`src/rtl/irq_ctrl.sv`:
```
// irq_ctrl -- edge-triggered, maskable, fixed-priority interrupt controller.
//
// Collects rising edges from N_SRC request lines into pending bits, picks the
// lowest-index unmasked pending source, and raises a registered `interrupt`
// that is held until the core can redirect its PC (pc_write high). The
// selected source is then in service until the handler pulses `eoi`; no other
// interrupt is presented meanwhile (no nesting).
//
// Ports:
//   clk         sole clock, rising edge
//   rst         asynchronous, active-low reset
//   irq_src     raw request lines, synchronous to clk
//   cfg_we      mask write strobe
//   cfg_mask    new mask value, bit=1 enables that source
//   pc_write    core PC-update enable (low = core stalled)
//   eoi         end-of-interrupt pulse from the handler
//   interrupt   registered request to the core
//   irq_id      index of the source being fired or serviced
//   in_service  high from acceptance until eoi
//   pending     current pending bits
module irq_ctrl #(
  parameter int N_SRC = 8,
  parameter int ID_W  = 3
) (
  input  logic             clk,
  input  logic             rst,
  input  logic [N_SRC-1:0] irq_src,
  input  logic             cfg_we,
  input  logic [N_SRC-1:0] cfg_mask,
  input  logic             pc_write,
  input  logic             eoi,
  output logic             interrupt,
  output logic [ID_W-1:0]  irq_id,
  output logic             in_service,
  output logic [N_SRC-1:0] pending
);

  typedef enum logic [1:0] {
    IDLE    = 2'd0,
    FIRE    = 2'd1,
    SERVICE = 2'd2
  } state_t;

  state_t           state_q, state_d;
  logic [N_SRC-1:0] src_q;
  logic [N_SRC-1:0] pending_q, pending_d;
  logic [N_SRC-1:0] mask_q;
  logic [ID_W-1:0]  id_q, id_d;
  logic             int_q, int_d;
  logic             svc_q, svc_d;

  logic [N_SRC-1:0] rise;
  logic [N_SRC-1:0] req;
  logic [N_SRC-1:0] clr;
  logic [ID_W-1:0]  win_id;

  // src_q resets to 0, so a line already high when reset lifts is an edge.
  assign rise = irq_src & ~src_q;
  assign req  = pending_q & mask_q;

  // Lowest index wins: scan downward so the last hit is the smallest index.
  always_comb begin
    win_id = '0;
    for (int i = N_SRC - 1; i >= 0; i--) begin
      if (req[i]) win_id = ID_W'(i);
    end
  end

  always_comb begin
    state_d = state_q;
    id_d    = id_q;
    int_d   = int_q;
    svc_d   = svc_q;
    clr     = '0;
    unique case (state_q)
      IDLE: begin
        if (req != '0) begin
          state_d = FIRE;
          id_d    = win_id;
          int_d   = 1'b1;
        end
      end
      FIRE: begin
        // Acceptance cycle: the core takes the redirect now.
        if (pc_write) begin
          state_d = SERVICE;
          clr     = {{(N_SRC-1){1'b0}}, 1'b1} << id_q;
          int_d   = 1'b0;
          svc_d   = 1'b1;
        end
      end
      SERVICE: begin
        if (eoi) begin
          state_d = IDLE;
          svc_d   = 1'b0;
        end
      end
      default: begin
        state_d = IDLE;
        int_d   = 1'b0;
        svc_d   = 1'b0;
      end
    endcase
    // OR-ing the new edges last makes a same-cycle set beat the clear.
    pending_d = (pending_q & ~clr) | rise;
  end

  always_ff @(posedge clk or negedge rst) begin
    if (!rst) begin
      state_q   <= IDLE;
      src_q     <= '0;
      pending_q <= '0;
      mask_q    <= '0;
      id_q      <= '0;
      int_q     <= 1'b0;
      svc_q     <= 1'b0;
    end else begin
      state_q   <= state_d;
      src_q     <= irq_src;
      pending_q <= pending_d;
      if (cfg_we) mask_q <= cfg_mask;
      id_q      <= id_d;
      int_q     <= int_d;
      svc_q     <= svc_d;
    end
  end

  assign interrupt  = int_q;
  assign irq_id     = id_q;
  assign in_service = svc_q;
  assign pending    = pending_q;

endmodule

```
`config.mk`:
```
export PLATFORM = sky130hd
export DESIGN_NAME = irq_ctrl
export DESIGN_NICKNAME = d
export VERILOG_FILES = /design/src/rtl/irq_ctrl.sv
export SDC_FILE = /design/constraint.sdc
export NUM_CORES = 1
export LEC_CHECK = 0
export BUFFER_PORTS_ARGS = -buffer_cell sky130_fd_sc_hd__buf_2
export CORE_MARGIN = 2
export CORE_UTILIZATION = 50
export CTS_CLUSTER_DIAMETER = 80
export DETAILED_ROUTE_END_ITERATION = 10
export PLACE_DENSITY = 0.77
export SKIP_CTS_REPAIR_TIMING = 1
export SYNTH_ARGS = -nofsm -noshare
export SYNTH_HDL_FRONTEND = slang
export SYNTH_SLANG_ARGS = --single-unit
```
`constraint.sdc`:
```
create_clock -name clk -period 2 [get_ports clk]
set_clock_uncertainty 0.1 [all_clocks]
set_input_delay 0.1 -clock clk [delete_from_list [all_inputs] [get_ports clk]]
set_output_delay 0.1 -clock clk [all_outputs]
set_load 0.1 [all_outputs]
```
==> results of run 1 <==
## synth_stat cells
cell       number  area [µm²]
o31ai_2         1        12.5
buf_2           1        5.00
mux2_2          8        90.1
nor2_1          3        11.3
dfrtp_1        31         776
a21oi_1         5        25.0
inv_1           9        33.8
nand3b_1        1        7.51
o31ai_1         1        7.51
a32o_1          2        20.0
or2_4           1        8.76
nand4b_1        1        8.76
nand2_1        14        52.6
nand4_1         1        6.26
o21ai_1         1        5.00
nand2b_1        3        18.8
a22oi_1         4        30.0
o2bb2ai_1       1        8.76
nand3_1         1        5.00
o21ai_0        17        85.1
a31oi_1         1        6.26
## per-stage QoR
| stage | power, mW | setup WS, ns | hold WS, ns | std cells | instance area [µm²] |
|---|---|---|---|---|---|
| after floorplan | 1.88 | 0.176 | -0.296 | 107 | 1220 |
| after global placement | 2.09 | 0.632 | 0.0600 | 167 | 1420 |
| after detailed placement | 2.12 | 0.607 | 0.0695 | 167 | 1420 |
| after CTS | 2.53 | 0.472 | -0.298 | 175 | 1490 |
| after global routing | 2.68 | 0.407 | 0.0701 | 194 | 1680 |
| final | 2.55 | 0.481 | 0.0730 | 194 | 1680 |
## registers in the layout, summed over array words and instances, names as in the netlist
signal,flops
irq_id,3
mask_q,8
interrupt,1
in_service,1
src_q,8
state_q,2
pending,8
## layer usage
metal  GRT usage (%)  vias up  share of wire [%]
met5               0        -                  0
met4            12.4        0                1.7
met3            11.0        4                5.2
met2            34.0       26                 52
met1            24.4      489                 41
li1                -      492                  -
## kinds of logic after synthesis
family | after synthesis | synth area share [%]
multiplexers | 8 | 7.36
flip-flops | 31 | 63.4
AND/OR/NAND/NOR | 25 | 9.71
AO/OA/AOI/OAI | 33 | 16.4
buffers and inverters | 10 | 3.17
## final timing paths
check	end	cells past startpoint
min reg2reg	pending[4]	1
max in group asynchronous	pending[0]	2
max	irq_id[0]	1
max reg2reg	pending[1]	4
min	mask_q[4]	2
min in group asynchronous	irq_id[0]	2
## final cells by class
class | instances | area share [%]
multi-input cells | 66 | 24.4
inverters | 9 | 2.01
flip-flops and latches | 31 | 46.2
clock buffers | 8 | 4.10
well taps | 28 | 2.09
repair buffers | 52 | 21.2
## where the power goes
| part | switching (mW) | total [mW] | internal, mW |
|---|---|---|---|
| sequential | 0.166 | 0.934 | 0.768 |
| combinational | 0.947 | 1.20 | 0.255 |
| clock | 0.207 | 0.413 | 0.207 |
| total | 1.32 | 2.55 | 1.23 |
==> summary.md, run 1 <==
| Metric | Value |
|---|---|
| Maxcap violations | `0` |
| GPL Wtd Cong | `0.858` |
| Number of global-route vias before repair | `940` |
| CTS sink count | `31` |
| Post-Syn Area | `~1200 µm²` |
| Initial antenna violation count | `0` |
| CP max stage cell | `dfrtp_1` |
| Core Footprint | `2250 µm²` |
| Mean Syn Cell Area | `11.4 µm²` |
| Worst vdd ir | `0.00139 V` |
| R2r setup slk | `about 0.57 ns` |
| Die width | `53.5 µm` |
| Final Cycle Share | `76.0%` |
| CP Class | `register to primary output` |
| WP buf/inv | `1` |
| Routed len/inst | `between 10 and 15 µm` |
| Worst-path clk slew | `0.09 ns` |
| Layout cells sized above 1 | `30.1%` |
| Commonest non-fill, non-tap cell in the layout | `buf_2` |
| RSZ-0062 raised after global routing | `no` |
| Total Wirelength | `2800 µm` |
| Antenna cells | `0` |
| R2R Path Start | `state_q[1]` |
| Data arrival, critical path | `1.32 ns` |
| Starting DRT DRC Count | `19` |
| Max Fclk | `658 MHz` |
| Vias per cell | `5.21` |
| WP data required | `1.80 ns` |
| H-Tree Depth | `2` |
| TNS Setup | `0 ns` |
| Worst skew pair latency | `0.33 ns` |
| Syn_nets | `roughly 130` |
| Num CTS Buffers | `5` |
| Worst setup startpoint | `irq_id[0]` |
| Die Y | `53.5 µm` |
| Site row count | `17` |
| Fill cells | `167` |
| Reg area | `776 µm²` |
| Hold WC Path Type | `input port to register` |
| Footprint of the multi-input gates | `409 µm²` |
| Min-delay src | `cfg_we` |
| Fin. max-slew vios | `0` |
| Final hold vios | `0` |
| Worst-margin pin slew | `0.658 ns` |
| Residual DRC | `0` |
| Post-layout util | `roughly three quarters` |
| Worst-path fanout max | `7` |
| Gr ovfl total | `0` |
| Commonest non-fill, non-tap cells in the layout | `33 x buf_2, 31 x dfrtp_1, 19 x dlygate4sd3_1` |
| CTS tree | `built` |
| Cells along the critical path | `buf_2` |
| Die area | `2860 µm²` |
| Slowest stage delay, CP | `0.50 ns` |
| Area grow syn2layout | `37.1%` |
| Starting density of the core | `54.3%` |
| Power Density | `1520 nW/µm²` |
| Final Setup Violations | `0` |
| I/O Pins | `34` |
| Clock Path Buffers | `2` |
| Largest net degree at the start of global routing | `32` |
| Critical Path End Type | `primary output` |
| Cell count after synthesis | `107` |
| Top delay family on crit path | `flip-flops` |
| Overall via count from detail_route | `1011` |
| Yosys Warn Count | `0` |
| Startpoint type of the worst setup path | `register` |
| Yosys cell types | `21` |
| Sequential area share after synthesis | `a little under two thirds` |
| Flops & latches, synth | `31` |
| Port Buffers | `33` |
| Routed Antenna Nets | `0` |
| GR Util All Layers | `between 20% and 30%` |
| First-pass detailed-route iteration total | `4` |
| Fin crit period | `1.52 ns` |
| Nets | `between 150 and 200` |
| P_leak | `about 0.77 nW` |
| Root Driver | `clkbuf_4` |
| Status | `finished, final reports clean` |
| Worst slew margin | `a little under three fifths` |
| First-pass GRT wire length | `around 4200 µm` |
| Post-DP HPWL | `1890 µm` |
Note: power is estimated with default switching activity, not from simulation.
==> run 2: changes to the inputs <==
- clock period: 2 -> 1.4 ns (I/O delays scaled with it)
==> run 2 against run 1 <==
Clock-buffer cell count down 1; setup slack lost 0.47 ns; worst hold slack got worse by 0.041 ns; via count grew 1.4%; sequential cell count did not move.
==> summary.md, run 2 (same netlist as run 1, synthesis figures left out) <==
| Metric | Value |
|---|---|
| FF-to-FF path depth | `4 (unchanged)` |
| Residual DRC | `0 (unchanged)` |
| Power Density | `2150 nW/µm² (+41%)` |
| RR Endpoint | `irq_id[0]` |
| Post-layout util | `77.2% (+2.8 points)` |
| Hold Path Sink | `mask_q[2]` |
| Hold WC Path Type | `input port to register` |
| Final Cycle Share | `98.9%` |
| CTS tree | `built` |
| First-pass GRT wire length | `3980 µm (-5.1%)` |
| Commonest non-fill, non-tap cell in the layout | `buf_2` |
| Clock Path Buffers | `2 (unchanged)` |
| Slowest stage delay, CP | `0.45 ns (-0.05 ns)` |
| Starting DRT DRC Count | `21 (+2)` |
| Clk pwr share | `14.2% (-2.0 points)` |
| Hold path depth | `2 (unchanged)` |
| Comb power frac | `49.2% (+2.1 points)` |
| Commonest non-fill, non-tap cells in the layout | `29 x buf_2, 19 x dlygate4sd3_1, 19 x dfrtp_1` |
| R2R Path Start | `pending[7]` |
| Worst skew pair latency | `0.33 ns (about the same)` |
| Routed Antenna Nets | `0 (unchanged)` |
| Worst-path clk slew | `0.09 ns (about the same)` |
| CP max stage cell | `buf_2` |
| Post-DP HPWL | `1920 µm (+1.4%)` |
| Site row count | `17 (unchanged)` |
| Gr ovfl total | `0 (unchanged)` |
| Overall via count from detail_route | `1025 (+1.4%)` |
| P_leak | `0.775 nW (+1.1%)` |
| Final Cell Area | `1740 µm² (+3.8%)` |
| Fin crit period | `1.39 ns` |
| Layout cells sized above 1 | `40.8% (+11 points)` |
| H-Tree Depth | `2 (unchanged)` |
| WP buf/inv | `1 (unchanged)` |
| Num CTS Buffers | `5 (unchanged)` |
| GR Util All Layers | `20.4% (-1.6 points)` |
| CTS sink count | `31 (unchanged)` |
| R2r setup slk | `0.04 ns (-0.53 ns)` |
| Largest net degree at the start of global routing | `32 (unchanged)` |
| Fin. max-slew vios | `0 (unchanged)` |
| Root Driver | `clkbuf_4` |
| Min-delay src | `cfg_we` |
| Area grow syn2layout | `42.3%` |
| Die Y | `53.5 µm (unchanged)` |
| Worst vdd ir | `0.00171 V (+23%)` |
| Die area | `2860 µm² (unchanged)` |
| P_int | `1.82 mW (+48%)` |
| Reg area | `801 µm² (+3.2%)` |
| Worst-margin pin slew | `0.663 ns (+0.00494 ns)` |
| Vias per cell | `5.20 (-0.16%)` |
| Number of global-route vias before repair | `929 (-1.2%)` |
| Starting density of the core | `54.3% (unchanged)` |
| Critical Path End Type | `primary output` |
| Nets | `189 (+1.6%)` |
| Die width | `53.5 µm (unchanged)` |
| Post-DP Area | `1460 µm² (+3.1%)` |
| Max Fclk | `slightly above 700 MHz` |
| Routed len/inst | `13.7 µm (-4.9%)` |
| Total Wirelength | `2700 µm (-3.4%)` |
| Fill cells | `152 (-9.0%)` |
| CP Class | `register to primary output` |
| Top delay family on crit path | `buffers and inverters` |
| GPL Wtd Cong | `0.852 (-0.69%)` |
| Footprint of the multi-input gates | `424 µm² (+3.7%)` |
| Startpoint type of the worst setup path | `register` |
| Non-Filler Instances | `197 (+1.5%)` |
| Initial antenna violation count | `0 (unchanged)` |
| Maxcap violations | `0 (unchanged)` |
| I/O Pins | `34 (unchanged)` |
| TNS Setup | `0 ns (unchanged)` |
| Core Footprint | `2250 µm² (unchanged)` |
| Final Setup Violations | `0 (unchanged)` |
| Data arrival, critical path | `1.22 ns (-0.10 ns)` |
| Worst slew margin | `55.8% (-0.33 points)` |
| Final hold vios | `0 (unchanged)` |
| Worst-path fanout max | `4 (-3)` |
| DP Cell Count | `169 (+1.2%)` |
| Psw | `1.92 mW (+45%)` |
| Antenna cells | `0 (unchanged)` |
| Sequential share of power | `36.7% (about the same)` |
| First-pass detailed-route iteration total | `4 (unchanged)` |
| Port Buffers | `33 (unchanged)` |
| Switch share | `51.3% (-0.46 points)` |
| Status | `finished, final reports clean` |
| WP data required | `1.23 ns (-0.57 ns)` |
| Cells along the critical path | `buf_2` |
## run 2: cell count changes in the layout (fill, tap and decap cells not counted), moves of 2 or more
cell,before,now
dfrtp_1,31,19
clkbuf_4,5,9
a22oi_2,0,2
a22oi_1,4,2
dfrtp_4,0,4
buf_2,33,29
dfrtp_2,0,8
buf_4,0,3
## run 2: layout make-up
class	instances	area share, %
tap	28	2.01
clock inverter	1	0.287
clock buffer	7	3.16
timing repair buffer	55	22.3
sequential	31	46.0
multi-input combinational	66	24.4
inverter	9	1.94
## run 2: power groups by stage
stage | clock (mW) | combinational, mW | sequential (mW)
2_1_floorplan | 0 | 0.393 | 2.34
3_3_place_gp | 0 | 1.71 | 1.37
3_5_place_dp | 0 | 1.74 | 1.37
4_1_cts | 0.545 | 1.74 | 1.36
5_1_grt | 0.585 | 1.93 | 1.41
6_report | 0.530 | 1.84 | 1.37
## run 2: stage by stage
stage               total power [mW]  hold slack [ns]  worst slack, ns
finish                          3.74           0.0316           0.0148
global route                    3.92           0.0507          -0.0148
CTS                             3.64           -0.312          -0.0127
detailed placement              3.11           0.0431          0.00414
global placement                3.08           0.0280           0.0675
floorplan                       2.73           -0.326          -0.0709
## run 2: layer usage
metal / up-vias / track usage (%) / share of wire (%)
met5: - / 0 / 0
met4: 0 / 8.97 / 2.2
met3: 7 / 7.91 / 5.6
met2: 32 / 31.5 / 50
met1: 490 / 25.1 / 42
li1: 496 / - / -
## run 2: worst max-delay path by stage
stage,startpoint,to,slack [ns],cells after the start
5_1_grt,pending[7],irq_id[0],-0.01,4
3_5_place_dp,pending[7],irq_id[0],0.004,4
4_1_cts,pending[4],pending[4],-0.01,2
6_report,pending[7],pending[7],0.01,1
2_1_floorplan,pending[6],irq_id[0],-0.07,4
3_3_place_gp,state_q[0],pending[3],0.07,4
==> run 3: changes to the inputs <==
- CORE_UTILIZATION: 50 -> 45
- PLACE_DENSITY: 0.77 -> 0.73
- clock period: 1.4 -> 1.2 ns (I/O delays scaled with it)
==> run 3 against run 2 <==
The flow now finishes with violations (setup timing); routed wire length grew 31%; core utilization grew 8.3 points; largest cell class unchanged; total power grew 52%.
==> summary.md, run 3 (same netlist as run 1, synthesis figures left out) <==
| Metric | Value |
|---|---|
| Status | `finished, violations left` |
| Failing checks | `setup timing` |
| Root Driver | `clkbuf_4` |
| GR Util All Layers | `20.7% (+0.30 points)` |
| Vias per cell | `5.14 (-1.2%)` |
| CTS tree | `built` |
| Startpoint type of the worst setup path | `register` |
| Worst-path fanout max | `4 (unchanged)` |
| CP Class | `register to register` |
| P_int | `3.14 mW (+73%)` |
| First-pass GRT wire length | `4790 µm (+20%)` |
| Fin. max-slew vios | `0 (unchanged)` |
| Num CTS Buffers | `5 (unchanged)` |
| Comb power frac | `55.4% (+6.2 points)` |
| Fin crit period | `1.37 ns` |
| Final Cycle Share | `114%` |
| Critical Path End Type | `register` |
| Initial antenna violation count | `0 (unchanged)` |
| RSZ-0062 raised after global routing | `yes` |
| Routed Antenna Nets | `0 (unchanged)` |
| Routed len/inst | `16.4 µm (+19%)` |
| Post-DP HPWL | `2180 µm (+14%)` |
| Worst vdd ir | `0.00248 V (+45%)` |
| DP Cell Count | `184 (+8.9%)` |
| Largest net degree at the start of global routing | `18 (-44%)` |
| Clock Path Buffers | `2 (unchanged)` |
| Footprint of the multi-input gates | `438 µm² (+3.2%)` |
| Area grow syn2layout | `76.3%` |
| Nets | `206 (+9.0%)` |
| Final WS setup | `-0.173 ns (-0.188 ns)` |
| Worst skew pair latency | `0.34 ns (about the same)` |
| Final Setup Violations | `22 (+22)` |
| Core Footprint | `2520 µm² (+12%)` |
| Total Wirelength | `3530 µm (+31%)` |
| Post-Place Setup Slack | `-0.141 ns (-0.145 ns)` |
| Final hold vios | `0 (unchanged)` |
| Die area | `3150 µm² (+10%)` |
| Worst slew margin | `75.8% (+20 points)` |
| WP data required | `1.36 ns (+0.13 ns)` |
| Die width | `56.1 µm (+5.0%)` |
| Starting density of the core | `48.5% (-5.8 points)` |
| Residual DRC | `0 (unchanged)` |
| GPL Wtd Cong | `0.848 (-0.53%)` |
| Port Buffers | `33 (unchanged)` |
| Clk pwr share | `15.2% (+1.0 points)` |
| Gr ovfl total | `0 (unchanged)` |
| Fill cells | `125 (-18%)` |
| P_leak | `0.973 nW (+26%)` |
| TNS Setup | `-2.20 ns (-2.20 ns)` |
| Psw | `2.54 mW (+32%)` |
| Sequential share of power | `29.4% (-7.3 points)` |
| Data arrival, critical path | `1.53 ns (+0.31 ns)` |
| Hold WC Path Type | `input port to register` |
| Starting DRT DRC Count | `15 (-29%)` |
| Overall via count from detail_route | `1110 (+8.3%)` |
| Max Fclk | `between 700 and 800 MHz` |
| Worst-margin pin slew | `0.363 ns (-0.300 ns)` |
| Non-Filler Instances | `216 (+9.6%)` |
| H-Tree Depth | `2 (unchanged)` |
| Antenna cells | `0 (unchanged)` |
| Commonest non-fill, non-tap cells in the layout | `20 x dlygate4sd3_1, 20 x buf_2, 19 x dfrtp_1` |
| CTS sink count | `31 (unchanged)` |
| Maxcap violations | `0 (unchanged)` |
| First-pass detailed-route iteration total | `4 (unchanged)` |
| I/O Pins | `34 (unchanged)` |
| Number of global-route vias before repair | `1067 (+15%)` |
| Switch share | `44.7% (-6.7 points)` |
| Site row count | `18 (+1)` |
| Reg area | `816 µm² (+1.9%)` |
| Layout cells sized above 1 | `47.8% (+7.0 points)` |
| Worst-path clk slew | `0.10 ns (about the same)` |
| Power Density | `2630 nW/µm² (+23%)` |
| Die Y | `56.1 µm (+5.0%)` |
[run 3: cell types whose count changed in the layout (fill, tap and decap cells not counted), moves of 7 or more]
cell / delta
buf_12: +14
buf_2: -9
buf_6: +8
o21ai_0: -8
o21ai_1: +8
buf_4: +7
[run 3: final cells by class]
class                      instances  area share [%]
clock buffer                       6            2.38
inverter                           9            1.57
timing repair buffer              72            34.6
clock inverter                     2            1.62
multi-input combinational         66            20.3
tap                               30            1.74
sequential                        31            37.8
[run 3: layer usage]
metal / part of all wire [%] / routed length, µm / up-vias / GRT usage [%]
li1: - / - / 530 / -
met1: 39 / 1390 / 540 / 23.0
met2: 55 / 1930 / 34 / 33.6
met3: 4.6 / 161 / 6 / 7.21
met4: 1.4 / 49 / 0 / 12.9
met5: 0 / 0 / - / 0
[run 3: power by group through the flow]
| stage | Clock [mW] | Sequential, mW | Combinational [mW] |
|---|---|---|---|
| 3_5_place_dp | 0 | 1.66 | 2.87 |
| 6_report | 0.863 | 1.67 | 3.15 |
| 4_1_cts | 0.866 | 1.65 | 2.88 |
| 3_3_place_gp | 0 | 1.64 | 2.82 |
| 2_1_floorplan | 0 | 2.79 | 0.477 |
| 5_1_grt | 0.931 | 1.71 | 3.26 |
[run 3: metrics by stage]
stage          utilization, %  hold WS (ns)  area [µm²]  total power, mW
2_1_floorplan               -        -0.336        1290             3.27
3_3_place_gp             71.5        -0.120        1800             4.46
3_5_place_dp             71.5        -0.112        1800             4.54
4_1_cts                  75.0        -0.484        1890             5.39
5_1_grt                  85.5        0.0144        2160             5.90
6_report                 85.5      0.000267        2160             5.68
[run 3: final timing paths]
check                           start          to  slack, ns  cells after the start
max in group asynchronous         rst   irq_id[2]       0.52                      3
min in group asynchronous         rst   mask_q[7]       0.05                      2
min reg2reg                  src_q[4]  pending[4]       0.31                      1
max reg2reg                pending[3]   irq_id[0]      -0.17                      4
min                            cfg_we   mask_q[6]     0.0003                      2
max                        pending[3]   irq_id[0]      -0.17                      4
[run 3: worst max-delay path, stage by stage (launching register included)]
cell	delay, ns
dfrtp_4	0.51
a22oi_2	0.24
nand4_1	0.18
nand2_1	0.14
o2bb2ai_1	0.12
